`src/rtl/pipe_hold_ctrl_pkg.sv`:
```
// Shared types for the pipeline hold/flush controller:
// hold level codes, controller states and small helpers.
package pipe_hold_ctrl_pkg;

  localparam int HOLD_W      = 2;
  localparam int INST_ADDR_W = 32;

  typedef logic [HOLD_W-1:0] hold_t;

  localparam hold_t HOLD_NONE  = 2'd0;
  localparam hold_t HOLD_PC    = 2'd1;
  localparam hold_t HOLD_IF_ID = 2'd2;
  localparam hold_t HOLD_ID_EX = 2'd3;

  typedef enum logic [2:0] {
    IDLE,
    FLUSH,
    DIV_WAIT,
    BUS_WAIT,
    IRQ
  } ctrl_state_e;

  function automatic hold_t hold_max(
    input hold_t a,
    input hold_t b
  );
    return (a > b) ? a : b;
  endfunction

  function automatic hold_t state_level(
    input ctrl_state_e s
  );
    case (s)
      IDLE:     return HOLD_NONE;
      BUS_WAIT: return HOLD_IF_ID;
      default:  return HOLD_ID_EX;
    endcase
  endfunction

endpackage

```
`src/rtl/pipe_hold_ctrl_watchdog.sv`:
```
// Fetch-bus stall watchdog: saturating count step,
// timeout strobe and the edge-arm flag for re-entry.
module pipe_hold_ctrl_watchdog #(
  parameter int BUS_TIMEOUT = 256,
  parameter int CNT_W       = 8
) (
  input  logic             clk_i,
  input  logic             rst_n_i,
  input  logic             wait_i,
  input  logic             bus_stall_i,
  input  logic [CNT_W-1:0] cnt_i,
  output logic             fire_o,
  output logic             armed_o,
  output logic [CNT_W-1:0] cnt_inc_o
);

  localparam logic [CNT_W-1:0] LAST = CNT_W'(BUS_TIMEOUT - 1);

  logic armed_d;
  logic armed_q;

  // Timeout strobe, saturating increment and arm flag update.
  always_comb begin
    fire_o    = wait_i & bus_stall_i & (cnt_i == LAST);
    cnt_inc_o = (cnt_i == '1) ? cnt_i : cnt_i + CNT_W'(1);
    armed_d   = armed_q;
    if (!bus_stall_i) begin
      armed_d = 1'b1;
    end else if (fire_o) begin
      armed_d = 1'b0;
    end
  end

  // Arm flag register; a stall that timed out must drop first.
  always_ff @(posedge clk_i or negedge rst_n_i) begin
    if (!rst_n_i) begin
      armed_q <= 1'b1;
    end else begin
      armed_q <= armed_d;
    end
  end

  assign armed_o = armed_q;

endmodule

```
`src/rtl/pipe_hold_ctrl.sv`:
```
// Pipeline hold/flush arbiter: merges stall and flush
// requests into one hold level and drives the PC redirect.
module pipe_hold_ctrl
  import pipe_hold_ctrl_pkg::*;
#(
  parameter int FLUSH_CYCLES = 1,
  parameter int BUS_TIMEOUT  = 256,
  parameter int CNT_W        = 8
) (
  input  logic                   clk_i,
  input  logic                   rst_n_i,
  input  logic                   jump_req_i,
  input  logic [INST_ADDR_W-1:0] jump_addr_i,
  input  logic                   int_jump_i,
  input  logic [INST_ADDR_W-1:0] int_addr_i,
  input  logic                   irq_hold_i,
  input  logic                   div_start_i,
  input  logic                   div_busy_i,
  input  logic                   bus_stall_i,
  input  logic                   load_use_i,
  output hold_t                  hold_flag_o,
  output logic                   jump_flag_o,
  output logic [INST_ADDR_W-1:0] jump_addr_o,
  output logic                   stall_timeout_o
);

  localparam logic [CNT_W-1:0] FLUSH_LOAD = CNT_W'(FLUSH_CYCLES - 1);

  ctrl_state_e      state_q;
  ctrl_state_e      state_d;
  logic [CNT_W-1:0] cnt_q;
  logic [CNT_W-1:0] cnt_d;
  logic [CNT_W-1:0] cnt_inc;
  logic             fire;
  logic             armed;
  logic             from_idle;
  logic             bus_req;
  hold_t            req_lvl;
  hold_t            st_lvl;

  pipe_hold_ctrl_watchdog #(
    .BUS_TIMEOUT (BUS_TIMEOUT),
    .CNT_W       (CNT_W)
  ) u_wdog (
    .clk_i       (clk_i),
    .rst_n_i     (rst_n_i),
    .wait_i      (state_q == BUS_WAIT),
    .bus_stall_i (bus_stall_i),
    .cnt_i       (cnt_q),
    .fire_o      (fire),
    .armed_o     (armed),
    .cnt_inc_o   (cnt_inc)
  );

  // Next state and shared counter; IRQ exit reuses IDLE entry.
  always_comb begin
    state_d   = state_q;
    cnt_d     = cnt_q;
    from_idle = (state_q == IDLE) |
                ((state_q == IRQ) & ~irq_hold_i);
    if (from_idle) begin
      state_d = IDLE;
      cnt_d   = '0;
      if (irq_hold_i) begin
        state_d = IRQ;
      end else if (int_jump_i | jump_req_i) begin
        if (FLUSH_CYCLES > 1) begin
          state_d = FLUSH;
          cnt_d   = FLUSH_LOAD;
        end
      end else if (div_start_i) begin
        state_d = DIV_WAIT;
      end else if (bus_stall_i & armed) begin
        state_d = BUS_WAIT;
      end
    end else begin
      unique case (state_q)
        FLUSH: begin
          if (int_jump_i) begin
            cnt_d = FLUSH_LOAD;
          end else if (cnt_q <= CNT_W'(1)) begin
            state_d = IDLE;
            cnt_d   = '0;
          end else begin
            cnt_d = cnt_q - CNT_W'(1);
          end
        end
        DIV_WAIT: begin
          if (!div_busy_i) begin
            state_d = IDLE;
          end
        end
        BUS_WAIT: begin
          if (!bus_stall_i || fire) begin
            state_d = IDLE;
            cnt_d   = '0;
          end else begin
            cnt_d = cnt_inc;
          end
        end
        IRQ:     state_d = IRQ;
        default: state_d = IDLE;
      endcase
    end
  end

  // State and counter registers.
  always_ff @(posedge clk_i or negedge rst_n_i) begin
    if (!rst_n_i) begin
      state_q <= IDLE;
      cnt_q   <= '0;
    end else begin
      state_q <= state_d;
      cnt_q   <= cnt_d;
    end
  end

  // Hold level merge and redirect mux, forced quiet in reset.
  always_comb begin
    bus_req = bus_stall_i & armed & ~fire;
    req_lvl = HOLD_NONE;
    if (int_jump_i | jump_req_i | irq_hold_i |
        div_start_i | load_use_i) begin
      req_lvl = HOLD_ID_EX;
    end else if (bus_req) begin
      req_lvl = HOLD_IF_ID;
    end
    st_lvl = fire ? HOLD_NONE : state_level(state_q);
    hold_flag_o     = hold_max(st_lvl, req_lvl);
    jump_flag_o     = int_jump_i |
                      (jump_req_i & (state_q == IDLE));
    jump_addr_o     = '0;
    if (int_jump_i) begin
      jump_addr_o = int_addr_i;
    end else if (jump_req_i) begin
      jump_addr_o = jump_addr_i;
    end
    stall_timeout_o = fire;
    if (!rst_n_i) begin
      hold_flag_o     = HOLD_NONE;
      jump_flag_o     = 1'b0;
      jump_addr_o     = '0;
      stall_timeout_o = 1'b0;
    end
  end

endmodule
```
`config.mk`:
```
export PLATFORM = sky130hd
export DESIGN_NAME = pipe_hold_ctrl
export DESIGN_NICKNAME = d
export VERILOG_FILES = /design/src/rtl/pipe_hold_ctrl_pkg.sv /design/src/rtl/pipe_hold_ctrl_watchdog.sv /design/src/rtl/pipe_hold_ctrl.sv
export SDC_FILE = /design/constraint.sdc
export NUM_CORES = 1
export LEC_CHECK = 0
export CAP_MARGIN = 40
export CORE_MARGIN = 5
export CORE_UTILIZATION = 37
export DETAILED_ROUTE_END_ITERATION = 12
export GPL_ROUTABILITY_DRIVEN = 0
export PLACE_DENSITY = 0.83
export SLEW_MARGIN = 0
export SYNTH_ARGS = -nofsm -noshare
export SYNTH_HDL_FRONTEND = slang
export SYNTH_HIERARCHICAL = 1
export SYNTH_SLANG_ARGS = --single-unit
```
`constraint.sdc`:
```
create_clock -name clk_i -period 3.75 [get_ports clk_i]
set_clock_uncertainty 0.1 [all_clocks]
set_input_delay 0.75 -clock clk_i [delete_from_list [all_inputs] [get_ports clk_i]]
set_output_delay 0.75 -clock clk_i [all_outputs]
set_load 0.05 [all_outputs]
```
; ---- Yosys cells after proc, flatten, opt, wreduce, memory -nomap -nowiden
; Cells that the tools add are included.
; W data, S select, Z words.
[op_classes]
magnitude_cmp = 2
mux = 29
n_eq_ne = 11
n_reduce_logical = 6
add_sub_neg = 2
bitwise_logic = 14
[ops]
columns = operator, count
row1 = $mux W32, 3
row2 = $mux W8, 5
row3 = $mux W3, 6
row4 = $mux W2, 8
row5 = $pmux W8 S2, 1
row6 = $ne A3 B3 Y1 const B, 4
row7 = $pmux W3 S4, 1
row8 = $add A8 B1 Y8 const B, 1
row9 = $eq A8 B8 Y1 const B, 1
row10 = $le A8 B1 Y1 const B, 1
row11 = $sub A8 B1 Y8 const B, 1
row12 = $and A1 B1 Y1, 6
row13 = $eq A3 B2 Y1 const B, 2
row14 = $or A1 B1 Y1, 6
row15 = $mux W1, 4
row16 = $ne A4 B4 Y1 const B, 1
row17 = $pmux W2 S2, 1
row18 = $reduce_and A4 Y1, 1
row19 = $eq A3 B1 Y1 const B, 1
row20 = $eq A3 B3 Y1 const B, 1
row21 = $logic_not A3 Y1, 1
row22 = $reduce_bool A3 Y1, 1
row23 = $gt A2 B2 Y1, 1
row24 = $ne A2 B1 Y1 const B, 1
row25 = 4 further kinds, 5
[word_totals]
wordCells = 67
ff_bits = 12

; ---- Longest topological paths before layout
[logic_depth]
word_depth = 10
mapped_depth = 11

; ---- Modules after synthesis
; The synthesis kept the hierarchy.
[by_module_without_submodules]
columns = mod, cells_each, area_per_inst_um2, n_inst
row1 = pipe_hold_ctrl, 186, 1395.1, 1
row2 = pipe_hold_ctrl_watchdog, 33, 241.5, 1

; ---- Worst setup path before layout
; Ideal clock, no wire load.
[synth_timing]
kind = input -> output
startpoint = input int_jump_i
endpoint = output hold_flag_o[0]
t_arrival_ns = 3.575
stages = 9
n_path_buf = 1
setup_slack_ns = -0.675
cell_sequence = clkbuf_1 -> or3_1 -> or3_1 -> nor2_1 -> ha_1 -> nor2_1 -> o22ai_1 -> or2_2 -> a21boi_0
[synth_between]
elab_chain_cells = 8
[synth_lines]
columns = item, line_no
row1 = from (decl), pipe_hold_ctrl.sv:14  ; input logic int_jump_i,
row2 = $or A1 B1 Y1 * (3 in series), pipe_hold_ctrl.sv:122  ; if (int_jump_i | jump_req_i | irq_hold_i |
row3 = $or A1 B1 Y1 *, pipe_hold_ctrl.sv:123  ; div_start_i | load_use_i) begin
row4 = $mux W2 *, pipe_hold_ctrl.sv:122
row5 = $gt A2 B2 Y1, pipe_hold_ctrl_pkg.sv:27  ; return (a > b) ? a : b;
row6 = $mux W2 *, pipe_hold_ctrl_pkg.sv:27
row7 = $mux W2 *, pipe_hold_ctrl.sv:139  ; if (!rst_n_i) begin
row8 = to (decl), pipe_hold_ctrl.sv:21  ; output hold_t hold_flag_o,
; Mark *: on every way between the ends. The rest lies on a longest branch, timed or not.

; ---- Final worst setup path
; Same ends and word-level chain as after synthesis.

==> metrics.yaml <==
clock-root-buffer: "clkbuf_8"
floorplan.rows: 24
slew_headroom: 0.706
max-clock-path-buffers: 2
die_span_in_y_um: 76.5
setup-tns-final_ps: 0
critical-path-slowest-cell: "or3_4"
synthDominantAreaCellType: "dfrtp_1"
final_max_slew_viol_count: 0
pin_count: 109
cts_max_level: 1
vias: 2169
synth_edf_count: 0
nets: 408
report.power.total_uw: 849
synth_warnings: 6
transition_at_the_pin_with_the_smallest_max_transition_slack_ps: 440
flow.area_growth_from_synthesis_pct: 101
power-per-cell-area_nw_per_um2: 258
ys_seq_area_frac: 0.184
critPathMaxStageDelay_ps: 390
latest_clock_arrival_within_the_worst_skew_pair_ps: 250
grt_util_all_layers: 0.227
post-route-drc-count: 0
hold_viol_final: 0
final-setup-viol-count: 0
worst-setup-path-type: "input pin to output pin"
detailedPlacementHpwl_um: 5370
drive_gt1_frac: 0.232
fp.dieArea_um2: 5850
clock_tree_from_tritoncts: "built"
power.ir.vdd_worst_uv: 160
finalWirelength_um: 7050
grt_pass1_wl_um: 10900
final_critical_path_share_of_the_clock_period: 0.977
layout_min_cycle_time_ps: 3660
post-synth-top-area-fraction: 0.168
endpoint_kind: "output pin"
async_reset_ff_frac: 1.00
run_status: "complete, no violations"
detail_route.first_pass.iterations: 4
cts_inserted_buffers: 3
critical-path-top-delay-family: "simple AND/OR/NAND/NOR gates"
antenna_found_initial: 0
grt_start_max_net_pins: 49
path_buf_inv: 2
ys.flop_type: "dfrtp_1"
placedInstanceArea_um2: 3180
die_w_um: 76.5
whs_ps: 390
via_per_inst: 5.71
yosys_reg_bits: 12
netlist_top_cells_area: "dfrtp_1 (17%), a22oi_1 (16%), nor2b_1 (15%)"
netlist-cell-type-count: 48
cts.hold.buffers_added: 0
avgSynthCellArea_um2: 7.47
dr_wl_cell_um: 18.6
antennaDiodeCount: 0
unrepaired_setup_endpoints_after_global_routing: "no"
nets_in_the_synthesized_netlist: 298
netlist_instances: 219
floorplan.core_area_um2: 4320
power.leakage_nw: 1.33
postRouteAntennaNets: 0
drv_cap: 0
classification_of_the_worst_slack_hold_path: "register to register"
required_ps: 2900
critical_path_cell_by_cell: "dlygate4sd2_1, or3_4, or3_4, nor2_4, ha_4, nor2_2, o22ai_2, or2_4, a21boi_4, buf_12"
io_buffers: 108
cpMostUsedCell: "or3_4"
clkTransAtPathRegs_ps: 60
critPathMaxFanout: 2
worst-endpoint-arrival_ps: 2810
design_area_um2: 3300
initial_core_util: 0.378
yosys-top-cells-count: "nor2b_1 (38), a22oi_1 (35), clkbuf_1 (12), nor2_1 (12), dfrtp_1 (11)"
setup.worst_path.start_class: "input pin"
final_critical_path_setup_slack_ps: 87.1
grt.overflow.total: 0
detail_route.iter0.violations: 299
via_count_of_the_first_global_routing_pass: 2116
fill_cells: 299
synthesis.area_um2: 1640
count_leader_synth: "nor2b_1"
clkSinkCount: 12
clock.fmax_mhz: 273
place_worst_setup_slack_ps: -271
-- routing by layer --
metal	GRT usage	part of all wire
met3	0.0662	0.081
met5	0	0
met4	0.0682	0.033
met2	0.414	0.53
met1	0.250	0.36
-- report_power, final --
| group | leakage [nW] | switching, mW | internal, mW |
|---|---|---|---|
| logic | 1.14 | 0.267 | 0.267 |
| clock network | 0.0288 | 0.0527 | 0.0930 |
| registers | 0.159 | 0.0270 | 0.143 |
-- cell usage in the layout, fill, tap and decap left out, types with 3 or more instances in the layout --
master	n
clkdlybuf4s50_1	69
nand3_1	5
o21ai_0	4
dfrtp_1	11
nand4_1	6
a21oi_1	8
buf_4	13
inv_1	9
nand2b_1	4
nand2_1	7
nor3_1	4
dlygate4sd2_1	3
nor2_1	9
clkbuf_8	4
ha_1	3
buf_12	36
nor2b_1	37
a32oi_1	4
or3_1	4
a22oi_1	35
a31oi_1	4
-- logic make-up (layout without fill, tap and decap cells) --
| logic type | after synthesis | after routing | share of synthesized area |
|---|---|---|---|
| multiplexers | 2 | 2 | 0.0161 |
| XOR/XNOR | 3 | 3 | 0.0161 |
| buffers and inverters | 27 | 136 | 0.0711 |
| flip-flops | 12 | 12 | 0.184 |
| AO/OA/AOI/OAI | 69 | 69 | 0.297 |
| adder cells (fa/ha/maj) | 6 | 6 | 0.0459 |
| AND/OR/NAND/NOR | 100 | 100 | 0.369 |
-- state kept, by name, summed over array words and instances, names as in the netlist --
| name | cells |
|---|---|
| cnt_q | 8 |
| state_q | 3 |
| u_wdog/armed_o | 1 |
-- worst min-delay path: stages, from the launching register on --
cell and delay, ps:
dfstp_2 380, o31ai_1 60, nand2_1 50
-- what timing repair did --
action	in CTS	in global routing
setup buffers	0	0
pin swaps	7	3
resized for setup	11	5
endpoints found under the setup margin	1	1
endpoints found under the hold margin	0	0
-- worst paths after layout --
path                                             from  slack, ps                         end  depth (start not counted)
min                        u_wdog/armed_o$_DFFE_PN1P_        390  u_wdog/armed_o$_DFFE_PN1P_                          2
max reg2reg                      cnt_q[1]$_DFFE_PN0P_       1460      state_q[1]$_DFFE_PN0P_                          8
max in group asynchronous                     rst_n_i       2400  u_wdog/armed_o$_DFFE_PN1P_                          2
min in group asynchronous                     rst_n_i        810        cnt_q[5]$_DFFE_PN0P_                          2
min reg2reg                u_wdog/armed_o$_DFFE_PN1P_        390  u_wdog/armed_o$_DFFE_PN1P_                          2
max                                        int_jump_i         90              hold_flag_o[0]                         10
-- area by class of cell --
type | instances | area [µm²] | share of cell area
inverters | 10 | 37.5 | 0.0114
flip-flops and latches | 12 | 302 | 0.0915
well taps | 52 | 65.1 | 0.0197
clock buffers | 4 | 55.1 | 0.0167
multi-input cells | 180 | 1290 | 0.392
repair buffers | 122 | 1550 | 0.469
-- metrics by stage --
stage | cells | utilization
6_report | 380 | 0.762
5_1_grt | 380 | 0.762
4_1_cts | 380 | 0.757
3_5_place_dp | 376 | 0.736
3_3_place_gp | 376 | 0.736
2_1_floorplan | 219 | -
(Power assumes the default switching activity.)
